<file path="src/rtl/rv32i_pkg.sv">
// Shared types for the unified-memory port arbiter: FSM states, owner encoding,
// the latched access record and default memory latency.
package rv32i_pkg;

  localparam int unsigned MEM_LAT_DEFAULT = 1;

  typedef enum logic [1:0] {
    ARB_IDLE   = 2'd0,
    ARB_ACCESS = 2'd1,
    ARB_DONE   = 2'd2
  } arb_state_e;

  typedef enum logic {
    OWN_IF = 1'b0,
    OWN_D  = 1'b1
  } arb_owner_e;

  // Access captured at grant time; requester-side changes after grant are ignored.
  typedef struct packed {
    arb_owner_e  owner;
    logic        we;
    logic [3:0]  be;
    logic [31:0] addr;
    logic [31:0] wdata;
  } arb_access_t;

  // Only a data-side store drives byte enables onto the memory.
  function automatic logic [3:0] arb_we_mask(input arb_access_t acc);
    return (acc.owner == OWN_D && acc.we) ? acc.be : 4'b0000;
  endfunction

endpackage

</file>
<file path="src/rtl/arb_lat_counter.sv">
// Down counter timing one memory access: loaded with MEM_LAT-1 at grant, decremented
// while the access is in flight, sticks at zero.
module arb_lat_counter #(
  parameter int unsigned MEM_LAT = 1
) (
  input  logic Clk,
  input  logic Reset,
  input  logic load,
  input  logic dec,
  output logic zero
);

  localparam int unsigned CW = $clog2(MEM_LAT + 1);

  logic [CW-1:0] cnt_q;
  logic [CW-1:0] cnt_d;

  always_comb begin
    cnt_d = cnt_q;
    if (load) begin
      cnt_d = CW'(MEM_LAT - 1);
    end else if (dec && (cnt_q != '0)) begin
      cnt_d = cnt_q - CW'(1);
    end
  end

  always_ff @(posedge Clk or negedge Reset) begin
    if (!Reset) begin
      cnt_q <= '0;
    end else begin
      cnt_q <= cnt_d;
    end
  end

  assign zero = (cnt_q == '0);

endmodule

</file>
<file path="src/rtl/mem_port_arbiter.sv">
// Shares one single-port memory between the fetch and load/store paths; data side has
// fixed priority, one access in flight, one idle cycle between accesses.
module mem_port_arbiter
  import rv32i_pkg::*;
#(
  parameter int unsigned MEM_LAT = MEM_LAT_DEFAULT
) (
  input  logic        Clk,
  input  logic        Reset,
  input  logic        if_req,
  input  logic [31:0] if_addr,
  output logic [31:0] if_rdata,
  output logic        if_ack,
  input  logic        d_req,
  input  logic        d_we,
  input  logic [3:0]  d_be,
  input  logic [31:0] d_addr,
  input  logic [31:0] d_wdata,
  output logic [31:0] d_rdata,
  output logic        d_ack,
  output logic        mem_en,
  output logic [3:0]  mem_we,
  output logic [31:0] mem_addr,
  output logic [31:0] mem_wdata,
  input  logic [31:0] mem_rdata,
  output logic        stall
);

  if (MEM_LAT < 1) begin : g_lat_check
    $error("mem_port_arbiter: MEM_LAT must be at least 1");
  end

  arb_state_e  state_q, state_d;
  arb_access_t acc_q, acc_d;
  logic [31:0] if_rdata_q, d_rdata_q;
  logic        cnt_load, cnt_dec, cnt_zero;
  logic        capture;

  arb_lat_counter #(
    .MEM_LAT(MEM_LAT)
  ) u_lat_counter (
    .Clk  (Clk),
    .Reset(Reset),
    .load (cnt_load),
    .dec  (cnt_dec),
    .zero (cnt_zero)
  );

  always_ff @(posedge Clk or negedge Reset) begin
    if (!Reset) begin
      state_q <= ARB_IDLE;
    end else begin
      state_q <= state_d;
    end
  end

  // Next state, grant select and all state-decoded outputs.
  always_comb begin
    state_d  = state_q;
    acc_d    = acc_q;
    cnt_load = 1'b0;
    cnt_dec  = 1'b0;
    capture  = 1'b0;
    mem_en   = 1'b0;
    mem_we   = 4'b0000;
    if_ack   = 1'b0;
    d_ack    = 1'b0;
    unique case (state_q)
      ARB_IDLE: begin
        if (d_req) begin
          acc_d.owner = OWN_D;
          acc_d.we    = d_we;
          acc_d.be    = d_be;
          acc_d.addr  = d_addr;
          acc_d.wdata = d_wdata;
          cnt_load    = 1'b1;
          state_d     = ARB_ACCESS;
        end else if (if_req) begin
          acc_d.owner = OWN_IF;
          acc_d.we    = 1'b0;
          acc_d.be    = 4'b0000;
          acc_d.addr  = if_addr;
          acc_d.wdata = 32'h0;
          cnt_load    = 1'b1;
          state_d     = ARB_ACCESS;
        end
      end
      ARB_ACCESS: begin
        mem_en  = 1'b1;
        mem_we  = arb_we_mask(acc_q);
        cnt_dec = 1'b1;
        if (cnt_zero) begin
          capture = 1'b1;
          state_d = ARB_DONE;
        end
      end
      ARB_DONE: begin
        if_ack  = (acc_q.owner == OWN_IF);
        d_ack   = (acc_q.owner == OWN_D);
        state_d = ARB_IDLE;
      end
      default: state_d = ARB_IDLE;
    endcase
  end

  always_ff @(posedge Clk or negedge Reset) begin
    if (!Reset) begin
      acc_q <= '0;
    end else begin
      acc_q <= acc_d;
    end
  end

  // Stores never touch d_rdata, so the last load result stays visible.
  always_ff @(posedge Clk or negedge Reset) begin
    if (!Reset) begin
      if_rdata_q <= 32'h0;
      d_rdata_q  <= 32'h0;
    end else if (capture) begin
      if (acc_q.owner == OWN_IF) begin
        if_rdata_q <= mem_rdata;
      end else if (!acc_q.we) begin
        d_rdata_q <= mem_rdata;
      end
    end
  end

  assign mem_addr  = acc_q.addr;
  assign mem_wdata = acc_q.wdata;
  assign if_rdata  = if_rdata_q;
  assign d_rdata   = d_rdata_q;
  assign stall     = (if_req & ~if_ack) | (d_req & ~d_ack);

endmodule

</file>
<file path="config.mk">
export PLATFORM = sky130hd
export DESIGN_NAME = mem_port_arbiter
export DESIGN_NICKNAME = d
export VERILOG_FILES = /design/src/rtl/rv32i_pkg.sv /design/src/rtl/arb_lat_counter.sv /design/src/rtl/mem_port_arbiter.sv
export SDC_FILE = /design/constraint.sdc
export NUM_CORES = 1
export LEC_CHECK = 0
export ABC_AREA = 1
export CAP_MARGIN = 10
export CORE_MARGIN = 2
export CORE_UTILIZATION = 60
export DETAILED_ROUTE_END_ITERATION = 16
export DONT_BUFFER_PORTS = 1
export MAX_ROUTING_LAYER = met4
export PLACE_DENSITY = 0.8
export SETUP_SLACK_MARGIN = 0.3
export SLEW_MARGIN = 5
export SYNTH_ARGS = -nofsm -noshare
export SYNTH_HDL_FRONTEND = slang
export SYNTH_HIERARCHICAL = 1
export SYNTH_SLANG_ARGS = --single-unit
</file>
<file path="constraint.sdc">
create_clock -name Clk -period 1.4 [get_ports Clk]
set_input_delay 0.07 -clock Clk [delete_from_list [all_inputs] [get_ports Clk]]
set_output_delay 0.07 -clock Clk [all_outputs]
set_load 0.03 [all_outputs]
</file>
After elaboration in Yosys (flattened, before gate mapping)
Index checks and enable logic that the tools add are counted.

word-level totals
  register bits = 137
  input bits = 137
  output and inout bits = 136
  logic and storage cells = 48

operators by class
  add/sub/neg operators = 1
  equal/unequal tests = 4
  mux-type cells = 18
  bitwise logic cells = 7
  reductions and logical operators = 9

operators with widths
  cell                                                              number
  70-bit two-way mux                                                2
  1-bit two-way mux                                                 10
  4-bit two-way mux                                                 2
  2-bit two-way mux                                                 3
  2-bit AND reduction                                               3
  1-bit NOT                                                         4
  2-bit case mux with 2 select lines                                1
  2-bit nonzero test                                                2
  3-bit inequality test (second input constant)                     1
  3-bit AND reduction                                               1
  1-bit bitwise AND                                                 2
  2-bit by 1-bit == test with 1-bit output (second input constant)  1
  2-bit == test (second input constant)                             1
  1-bit logical AND                                                 2
  2-bit logical NOT                                                 1
  2-bit inequality test (second input constant)                     1
  1-bit OR                                                          1
  1-bit subtractor (second input constant)                          1

Longest topological paths before layout
Gate-level depths: netlist (run 1).

  depth after elaboration = 5
  depth in mapped cells = 7
  depth with buffers taken out = 6

Hierarchy
The synthesis (run 1) kept the hierarchy.

modules (own cells, without submodules)
  module            times used  cells an instance  area each (µm²)  seq. area each (µm²)
  mem_port_arbiter  1           801                6,508.7          3,403.3
  arb_lat_counter   1           5                  42.5             25.0

Least setup slack after synthesis (run 1)
No wires, ideal clock.

  kind = register to output
  from = register state_q[1]
  to = output mem_we[0]
  data arrival time = 1,233 ps
  setup slack = 97 ps
  stages on the path, launching flop included = 4
  buffers on the path = 0
  cell sequence = dfrtp_1 -> nor2_4 -> nand2_1 -> nor2_1

on the way
  longest elaborated chain between the ends = 2

ends and longest elaborated chain
  what                                      RTL line                text
  start, declared                           mem_port_arbiter.sv:33  arb_state_e state_q, state_d;
  start signal, assigned                    mem_port_arbiter.sv:53  state_q <= state_d;
  2-bit by 1-bit == test with 1-bit output  mem_port_arbiter.sv:68  unique case (state_q)
  4-bit two-way mux                         mem_port_arbiter.sv:68
  end, declared                             mem_port_arbiter.sv:22  output logic [3:0] mem_we,

No other way between the ends.

Final worst setup path (run 1)
  from = register state_q[1]
  to = output stall

on the way
  longest elaborated chain between the ends = 5
  elaborated cells on any way between the ends = 8
  classes of those cells = 1 x eq/ne; 2 x mux; 5 x bitwise

ends and longest elaborated chain
  what               RTL line                 text
  2-bit == test *    mem_port_arbiter.sv:68
  1-bit two-way mux  mem_port_arbiter.sv:68
  1-bit NOT          mem_port_arbiter.sv:132  assign stall = (if_req & ~if_ack) | (d_req & ~d_ack);
  1-bit bitwise AND  mem_port_arbiter.sv:132
  1-bit OR *         mem_port_arbiter.sv:132
  end, declared      mem_port_arbiter.sv:26   output logic stall

Every way passes the cells marked *; elsewhere a longest branch is shown, timed or not.

==> results.json, run 1 <==
{
  "outcome": "finished, violations left",
  "setup_tns_ns": -11.18,
  "top_level_ports": 273,
  "worstHoldPathType": "in -> async",
  "cts_sinks": 137,
  "final_nets": 1030,
  "max-slew-margin-rel": 0.696,
  "coreArea_um2": 10700,
  "grt-ovfl-total": 0,
  "violations": "hold timing, setup timing",
  "area_growth_pct": 39.5,
  "grt_use_total": 0.300,
  "die_y_um": 108,
  "ys_ff_latch": 137,
  "row_count": 38,
  "clockBufferDepth": 2,
  "h-tree-depth": 4,
  "min_period_over_period": 1.23,
  "ctsHoldBuffers": 106,
  "start_kind": "flip-flop",
  "rsz0062_at_grt": "true",
  "clkTransAtPathRegs_ns": 0.06,
  "dpl_worst_slack_ns": 0.0367,
  "final_util": 0.851,
  "dp.cells": 873,
  "ys_types": 18,
  "die-area_um2": 11800,
  "wl_per_cell_um": 22.3,
  "worst_slack_ns": -0.325,
  "finalCriticalPeriod_ns": 1.72,
  "synth_area_per_cell_um2": 8.13,
  "critPathArrivalTime_ns": 1.65,
  "grt_pass1_vias": 5458,
  "cp-end-kind": "output pin",
  "drive_gt1_frac": 0.323,
  "numPortBuffers": 0,
  "setup_violations": 107,
  "yosysSeqAreaShare": 0.523,
  "dpl.hpwl_mm": 9.64,
  "diodes": 0,
  "max_freq_ghz": 0.580,
  "powerDensity_nw_per_um2": 2810,
  "grt_pass1_wl_mm": 26.3,
  "drt_wl_total_mm": 23.3,
  "slew_violations": 0,
  "whs_ns": -0.757,
  "tightest_slew_ns": 0.454,
  "finalHoldViolations": 150,
  "syn-num-nets": 943,
  "drt-vias-per-instance": 5.85,
  "drv_cap": 0,
  "crit_required_ns": 1.33,
  "synth_cells": 806,
  "yosys_warnings": 6,
  "numCtsBuffers": 17,
  "insertion_delay_ns": 0.52,
  "critPathKind": "reg -> out",
  "total_leakage_power_nw": 4.60,
  "first_iter_violations": 647,
  "synth.cell_area_um2": 6550,
  "root_buffer": "clkbuf_8",
  "instances_no_fill": 1046,
  "die_w_um": 108,
  "antenna_found_initial": 0,
  "initial_utilization": 0.610,
  "grt_max_degree": 138,
  "drc_errors": 0,
  "irDropWorstVdd_uv": 1590,
  "firstDrtPassIters": 5,
  "gp_congestion": 0.845,
  "skew_ns": 0.00822,
  "drtAntennaViolNets": 0,
  "vias": 6123,
  "crit_fanout": 4,
  "cts_tree": "built"
}
==> path summary, 6_finish.rpt <==
path | start | to | slack [ns] | cells past startpoint
max in group asynchronous | Reset | mem_wdata[28] | 1.95 | 0
setup / recovery | state_q[1] | stall | -0.32 | 4
setup reg to reg | state_q[0] | mem_addr[30] | -0.20 | 8
min in group Clk | d_req | mem_wdata[31] | -0.05 | 3
hold / removal | Reset | mem_addr[19] | -0.76 | 0
hold reg to reg | u_lat_counter/cnt_q | u_lat_counter/cnt_q | 0.54 | 2
==> flip-flops by register name (all words and copies together), names as in the netlist <==
signal / cells
acc_q: 6
state_q: 2
u_lat_counter/cnt_q: 1
if_rdata: 32
mem_wdata: 32
d_rdata: 32
mem_addr: 32
==> layer usage <==
metal | track usage | wire length [um]
met1 | 0.327 | 7930
met2 | 0.526 | 11400
met3 | 0.0844 | 2730
met4 | 0.102 | 1250
met5 | - | 0
==> report_power, final <==
part | leakage (nW) | total [mW] | switching, mW | internal, mW
Clock | 0.278 | 4.39 | 1.76 | 2.63
Combinational | 2.69 | 10.1 | 5.78 | 4.34
Sequential | 1.63 | 11.2 | 5.13 | 6.06
Total | 4.60 | 25.7 | 12.7 | 13.0
==> placed cells by master (no fill, tap or decap), types with 28 or more instances in the layout <==
cell type      Yosys  final
buf_6              6     28
dfrtp_1          137     80
dfrtp_2            0     57
dlygate4sd3_1      0    105
inv_1             70     68
nand2_1          374    261
nand2_2            2     98
nand3_1           37     36
o21ai_0           34     32
==> metrics by stage <==
| step | area (um2) | power [mW] |
|---|---|---|
| after floorplan | 6600 | 16.0 |
| after global placement | 6340 | 16.1 |
| after detailed placement | 6340 | 16.4 |
| after CTS | 8240 | 21.8 |
| after global routing | 9140 | 26.6 |
| final | 9140 | 25.7 |
==> logic make-up after synthesis <==
group	after synthesis	synth area share
and+or+nand+nor	426	0.258
AOI/OAI and AO/OA	68	0.0651
DFF	137	0.523
buffers and inverters	175	0.154
==> final cells by class <==
| class | instances | area (um2) |
|---|---|---|
| well taps | 140 | 175 |
| flip-flops and latches | 137 | 3500 |
| inverters | 71 | 267 |
| multi-input cells | 496 | 2640 |
| fillers | 506 | 1610 |
| clock inverters | 11 | 121 |
| repair buffers | 170 | 1980 |
| clock buffers | 21 | 449 |
==> repair_timing <==
item / in CTS / in global routing
pin swaps: 37 / 39
gates resized for setup: 47 / 193
gates cloned: 3 / 17
buffers inserted: 7 / 8
endpoints found under the hold margin: 273 / 175
endpoints found under the setup margin: 271 / 272
==> cells in the mapped netlist <==
master	n	area share
dfrtp_1	137	0.52
nand3_1	37	0.028
nor2_2	2	0.0019
o21ai_0	34	0.026
buf_2	21	0.016
nand2_2	2	0.0019
nand3_2	2	0.0031
inv_1	70	0.040
buf_4	74	0.085
nor2_1	6	0.0034
o21bai_1	32	0.037
nor2_4	3	0.0052
clkbuf_1	3	0.0017
o31ai_1	1	0.0011
o21ai_2	1	0.0013
buf_6	6	0.010
nand2_1	374	0.21
inv_2	1	0.00057
==> worst max-delay path: stages, from the launching register on <==
cell,delay (ns)
dfrtp_2,0.43
buf_6,0.14
nand2_1,0.15
o21ai_1,0.25
nand2_2,0.18
(Power assumes the default switching activity.)
==> run 2: changes to the inputs <==
- clock period: 1.4 -> 1.77 ns (I/O delays scaled with it)
==> results.json, run 2 (synthesis results as in run 1) <==
{
  "grt_pass1_wl_mm": 26.6,
  "setup_violations": 0,
  "die_w_um": 108,
  "numCtsBuffers": 17,
  "final_util": 0.763,
  "finalCriticalPeriod_ns": 1.67,
  "gp_congestion": 0.867,
  "cts_tree": "built",
  "cts_sinks": 137,
  "ctsHoldBuffers": 120,
  "cp-startpoint": "state_q[1]",
  "outcome": "finished, violations left",
  "numPortBuffers": 0,
  "rsz0062_at_grt": "true",
  "grt_pass1_vias": 5496,
  "met1_usage": 0.324,
  "violations": "hold timing",
  "drive_gt1_frac": 0.0962,
  "tightest_slew_ns": 0.386,
  "min_period_over_period": 0.942,
  "crit_required_ns": 1.68,
  "max_freq_ghz": 0.600,
  "area_growth_pct": 25.2,
  "drc_errors": 0,
  "firstDrtPassIters": 5,
  "coreArea_um2": 10700,
  "insertion_delay_ns": 0.52,
  "drtAntennaViolNets": 0,
  "irDropWorstVdd_uv": 1140,
  "finalHoldViolations": 137,
  "place_area_um2": 6130,
  "grtUsageMet3": 0.0832,
  "cp-end-kind": "output pin",
  "drt-vias-per-instance": 5.46,
  "switchingPower_mw": 8.43,
  "layout_commonest_cell": "nand2_1",
  "drt_wl_total_mm": 18.6,
  "start_kind": "flip-flop",
  "crit_fanout": 5,
  "powerDensity_nw_per_um2": 2100,
  "final_nets": 1008,
  "first_iter_violations": 566,
  "initial_utilization": 0.610,
  "drv_cap": 0,
  "grt_use_total": 0.305,
  "power.total_mw": 17.2,
  "p_clk_frac": 0.199,
  "die-area_um2": 11800,
  "worstHoldPathType": "in -> async",
  "max-slew-margin-rel": 0.743,
  "mostFrequentLayoutCells": "366 x nand2_1, 135 x dfrtp_1, 118 x dlygate4sd3_1",
  "whs_ns": -0.742,
  "top_level_ports": 273,
  "critPathArrivalTime_ns": 1.58,
  "vias": 5594,
  "diodes": 0,
  "power_frac_seq": 0.511,
  "h-tree-depth": 4,
  "dpl.hpwl_mm": 9.53,
  "total_leakage_power_nw": 4.32,
  "root_buffer": "clkbuf_8",
  "top_usage_layer": "met2",
  "row_count": 38,
  "setup_tns_ns": 0,
  "combPwrFrac": 0.290,
  "grt_max_degree": 138,
  "finish.instance_area_um2": 8200,
  "critPathKind": "reg -> out",
  "r2r-start": "state_q[0]",
  "use_met2": 0.507,
  "clkTransAtPathRegs_ns": 0.06,
  "p_int_mw": 8.76,
  "skew_ns": 0.00947,
  "swShare": 0.490,
  "antenna_found_initial": 0,
  "clockBufferDepth": 2,
  "slew_violations": 0,
  "grt-ovfl-total": 0,
  "wl_per_cell_um": 18.2,
  "die_y_um": 108
}
[run 2: what timing repair did]
item / 4_1_cts / 5_1_grt
endpoints found under the setup margin: 8 / 140
cloned: 0 / 4
endpoints found under the hold margin: 273 / 137
setup buffers: 5 / 4
pin swaps: 2 / 3
resized for setup: 9 / 27
[run 2: worst paths after layout]
path                                 to  slack (ns)  depth (start not counted)
max                           mem_we[3]        0.10                          5
min                        mem_addr[20]       -0.74                          0
max reg2reg                 mem_addr[2]        0.26                          7
min reg2reg                   acc_q[64]        0.50                          2
max in group asynchronous     acc_q[69]        2.37                          0
min in group Clk           if_rdata[28]        0.25                          3
[run 2: worst max-delay path: stages, from the launching register on]
cell and delay (ns):
dfrtp_2 0.45, nor2_4 0.13, buf_8 0.17, nand2_2 0.05
nor2_1 0.09, buf_4 0.17
[run 2: routing by layer]
metal,part of all wire,vias up
met4,0.043,0
li1,-,2510
met2,0.52,322
met3,0.083,79
met5,0,-
met1,0.36,2683
[run 2: stage by stage]
step / setup WS, ns / hold slack, ns / std cells
floorplan: 0.449 / -0.207 / 806
global placement: 0.463 / -0.205 / 859
detailed placement: 0.374 / -0.205 / 859
CTS: 0.103 / -0.767 / 1016
global route: 0.00328 / -0.774 / 1024
finish: 0.103 / -0.742 / 1024
[run 2: power by group through the flow]
stage | logic, mW | registers, mW | clock network (mW)
CTS | 4.19 | 8.74 | 3.46
detailed placement | 3.76 | 8.78 | 0
floorplan | 5.77 | 6.85 | 0
global route | 5.52 | 8.92 | 3.60
global placement | 3.53 | 8.74 | 0
finish | 4.99 | 8.79 | 3.41
[run 2: layout make-up]
cell class / instances / area [um2]
inverters: 71 / 267
clock inverters: 11 / 121
clock buffers: 21 / 459
repair buffers: 150 / 1580
flip-flops and latches: 137 / 3430
fillers: 650 / 2540
multi-input cells: 494 / 2160
well taps: 140 / 175
==> run 3: changes to the inputs <==
- CORE_UTILIZATION: 60 -> 40
- PLACE_DENSITY: 0.8 -> 0.58
==> results.json, run 3 (synthesis results as in run 1) <==
{
  "grt_pass1_vias": 5274,
  "met1_usage": 0.232,
  "start_kind": "flip-flop",
  "initial_utilization": 0.411,
  "critPathArrivalTime_ns": 1.49,
  "p_clk_frac": 0.222,
  "firstDrtPassIters": 5,
  "die_w_um": 132,
  "grt_use_total": 0.202,
  "coreArea_um2": 15900,
  "cp-end-kind": "output pin",
  "max_freq_ghz": 0.632,
  "skew_ns": 0.00593,
  "cp-startpoint": "state_q[1]",
  "die-area_um2": 17400,
  "gp_congestion": 0.817,
  "setup_violations": 0,
  "combPwrFrac": 0.265,
  "crit_fanout": 4,
  "finalCriticalPeriod_ns": 1.58,
  "top_usage_layer": "met2",
  "tightest_slew_ns": 0.618,
  "final_nets": 1005,
  "r2r_end": "if_rdata[18]",
  "slew_violations": 0,
  "row_count": 46,
  "use_met2": 0.328,
  "finalHoldViolations": 137,
  "grt-ovfl-total": 0,
  "clkTransAtPathRegs_ns": 0.06,
  "total_leakage_power_nw": 4.30,
  "drv_cap": 0,
  "outcome": "finished, violations left",
  "critPathKind": "reg -> out",
  "area_growth_pct": 26.1,
  "drc_errors": 0,
  "reg2regPathDepth": 7,
  "dpl_worst_slack_ns": 0.272,
  "p_int_mw": 8.96,
  "worst_slack_ns": 0.187,
  "first_iter_violations": 352,
  "insertion_delay_ns": 0.41,
  "mostFrequentLayoutCells": "369 x nand2_1, 135 x dfrtp_1, 116 x dlygate4sd3_1",
  "switchingPower_mw": 8.22,
  "ctsHoldBuffers": 117,
  "clockBufferDepth": 2,
  "crit_required_ns": 1.68,
  "violations": "hold timing",
  "diodes": 0,
  "drt_wl_total_mm": 17.0,
  "drt-vias-per-instance": 4.80,
  "final_util": 0.518,
  "r2r-start": "state_q[1]",
  "irDropWorstVdd_uv": 864,
  "wl_per_cell_um": 15.6,
  "top_level_ports": 273,
  "setup_tns_ns": 0,
  "min_period_over_period": 0.894,
  "root_buffer": "clkbuf_16",
  "dpl.hpwl_mm": 10.7,
  "vias": 5265,
  "h-tree-depth": 4,
  "r2r_slack_ns": 0.36,
  "max-slew-margin-rel": 0.588,
  "grtUsageMet3": 0.0542,
  "drtAntennaViolNets": 0,
  "rsz0062_at_grt": "true",
  "die_y_um": 132,
  "grt_max_degree": 138,
  "drive_gt1_frac": 0.0943,
  "num-fill-cells": 1433,
  "power.total_mw": 17.2,
  "grt_pass1_wl_mm": 27.3,
  "power_frac_seq": 0.512,
  "worstHoldPathType": "in -> async",
  "numCtsBuffers": 17,
  "powerDensity_nw_per_um2": 2080,
  "antenna_found_initial": 0,
  "cts_sinks": 137,
  "numPortBuffers": 0,
  "swShare": 0.478,
  "layout_commonest_cell": "nand2_1",
  "whs_ns": -0.631,
  "cts_tree": "built"
}
==> run 3: cell types whose count changed in the layout (fill, tap and decap cells not counted), moves of 2 or more <==
| cell | delta |
|---|---|
| buf_6 | +3 |
| clkbuf_16 | -3 |
| nor2_1 | -2 |
| nand2_2 | -3 |
| clkinvlp_4 | -2 |
| clkbuf_8 | -4 |
| bufinv_16 | +3 |
| dlygate4sd3_1 | -2 |
| nand2_1 | +3 |
==> run 3: how the worst max path moves through the flow <==
stage	endpoint	cells after the start
floorplan	mem_we[0]	3
global placement	mem_addr[12]	5
detailed placement	mem_addr[14]	5
CTS	mem_we[2]	6
global route	mem_we[2]	5
finish	mem_we[2]	5
==> run 3: per-stage QoR <==
stage,std cells,area (um2)
after detailed placement,936,6260
after CTS,1087,8110
final,1096,8260
after floorplan,806,6550
after global placement,936,6260
after global routing,1096,8260
==> run 3: power by group through the flow <==
stage          combinational (mW)  clock [mW]  sequential (mW)
6_report                     4.56        3.82             8.80
5_1_grt                      5.16        4.05             8.97
4_1_cts                      4.27        3.90             8.81
3_5_place_dp                 3.92           0             8.83
3_3_place_gp                 3.71           0             8.82
2_1_floorplan                5.77           0             6.85
==> run 3: metal layers <==
layer	routed length [um]	up-vias
met2	8430	237
met5	0	-
li1	-	2508
met3	1230	40
met1	6870	2480
met4	507	0
==> run 3: area by class of cell <==
class | instances | area, um2 | area share
inverters | 71 | 267 | 0.0323
well taps | 216 | 270 | 0.0327
clock buffers | 18 | 429 | 0.0520
flip-flops and latches | 137 | 3430 | 0.415
clock inverters | 13 | 201 | 0.0244
repair buffers | 146 | 1490 | 0.180
multi-input cells | 495 | 2180 | 0.263
==> run 3: what timing repair did <==
| action | CTS | global route |
|---|---|---|
| resized for setup | 6 | 22 |
| pin swaps | 3 | 4 |
| setup buffers | 3 | 8 |
| hold endpoints to repair | 271 | 137 |
| endpoints found under the setup margin | 51 | 122 |
| gates cloned | 0 | 1 |
==> run 3: worst max-delay path, stage by stage, from the launching register on <==
cell and delay, ns:
dfrtp_2 0.45, nor2_4 0.17, buf_6 0.17, nand2_4 0.06, nor2_4 0.10, buf_6 0.14
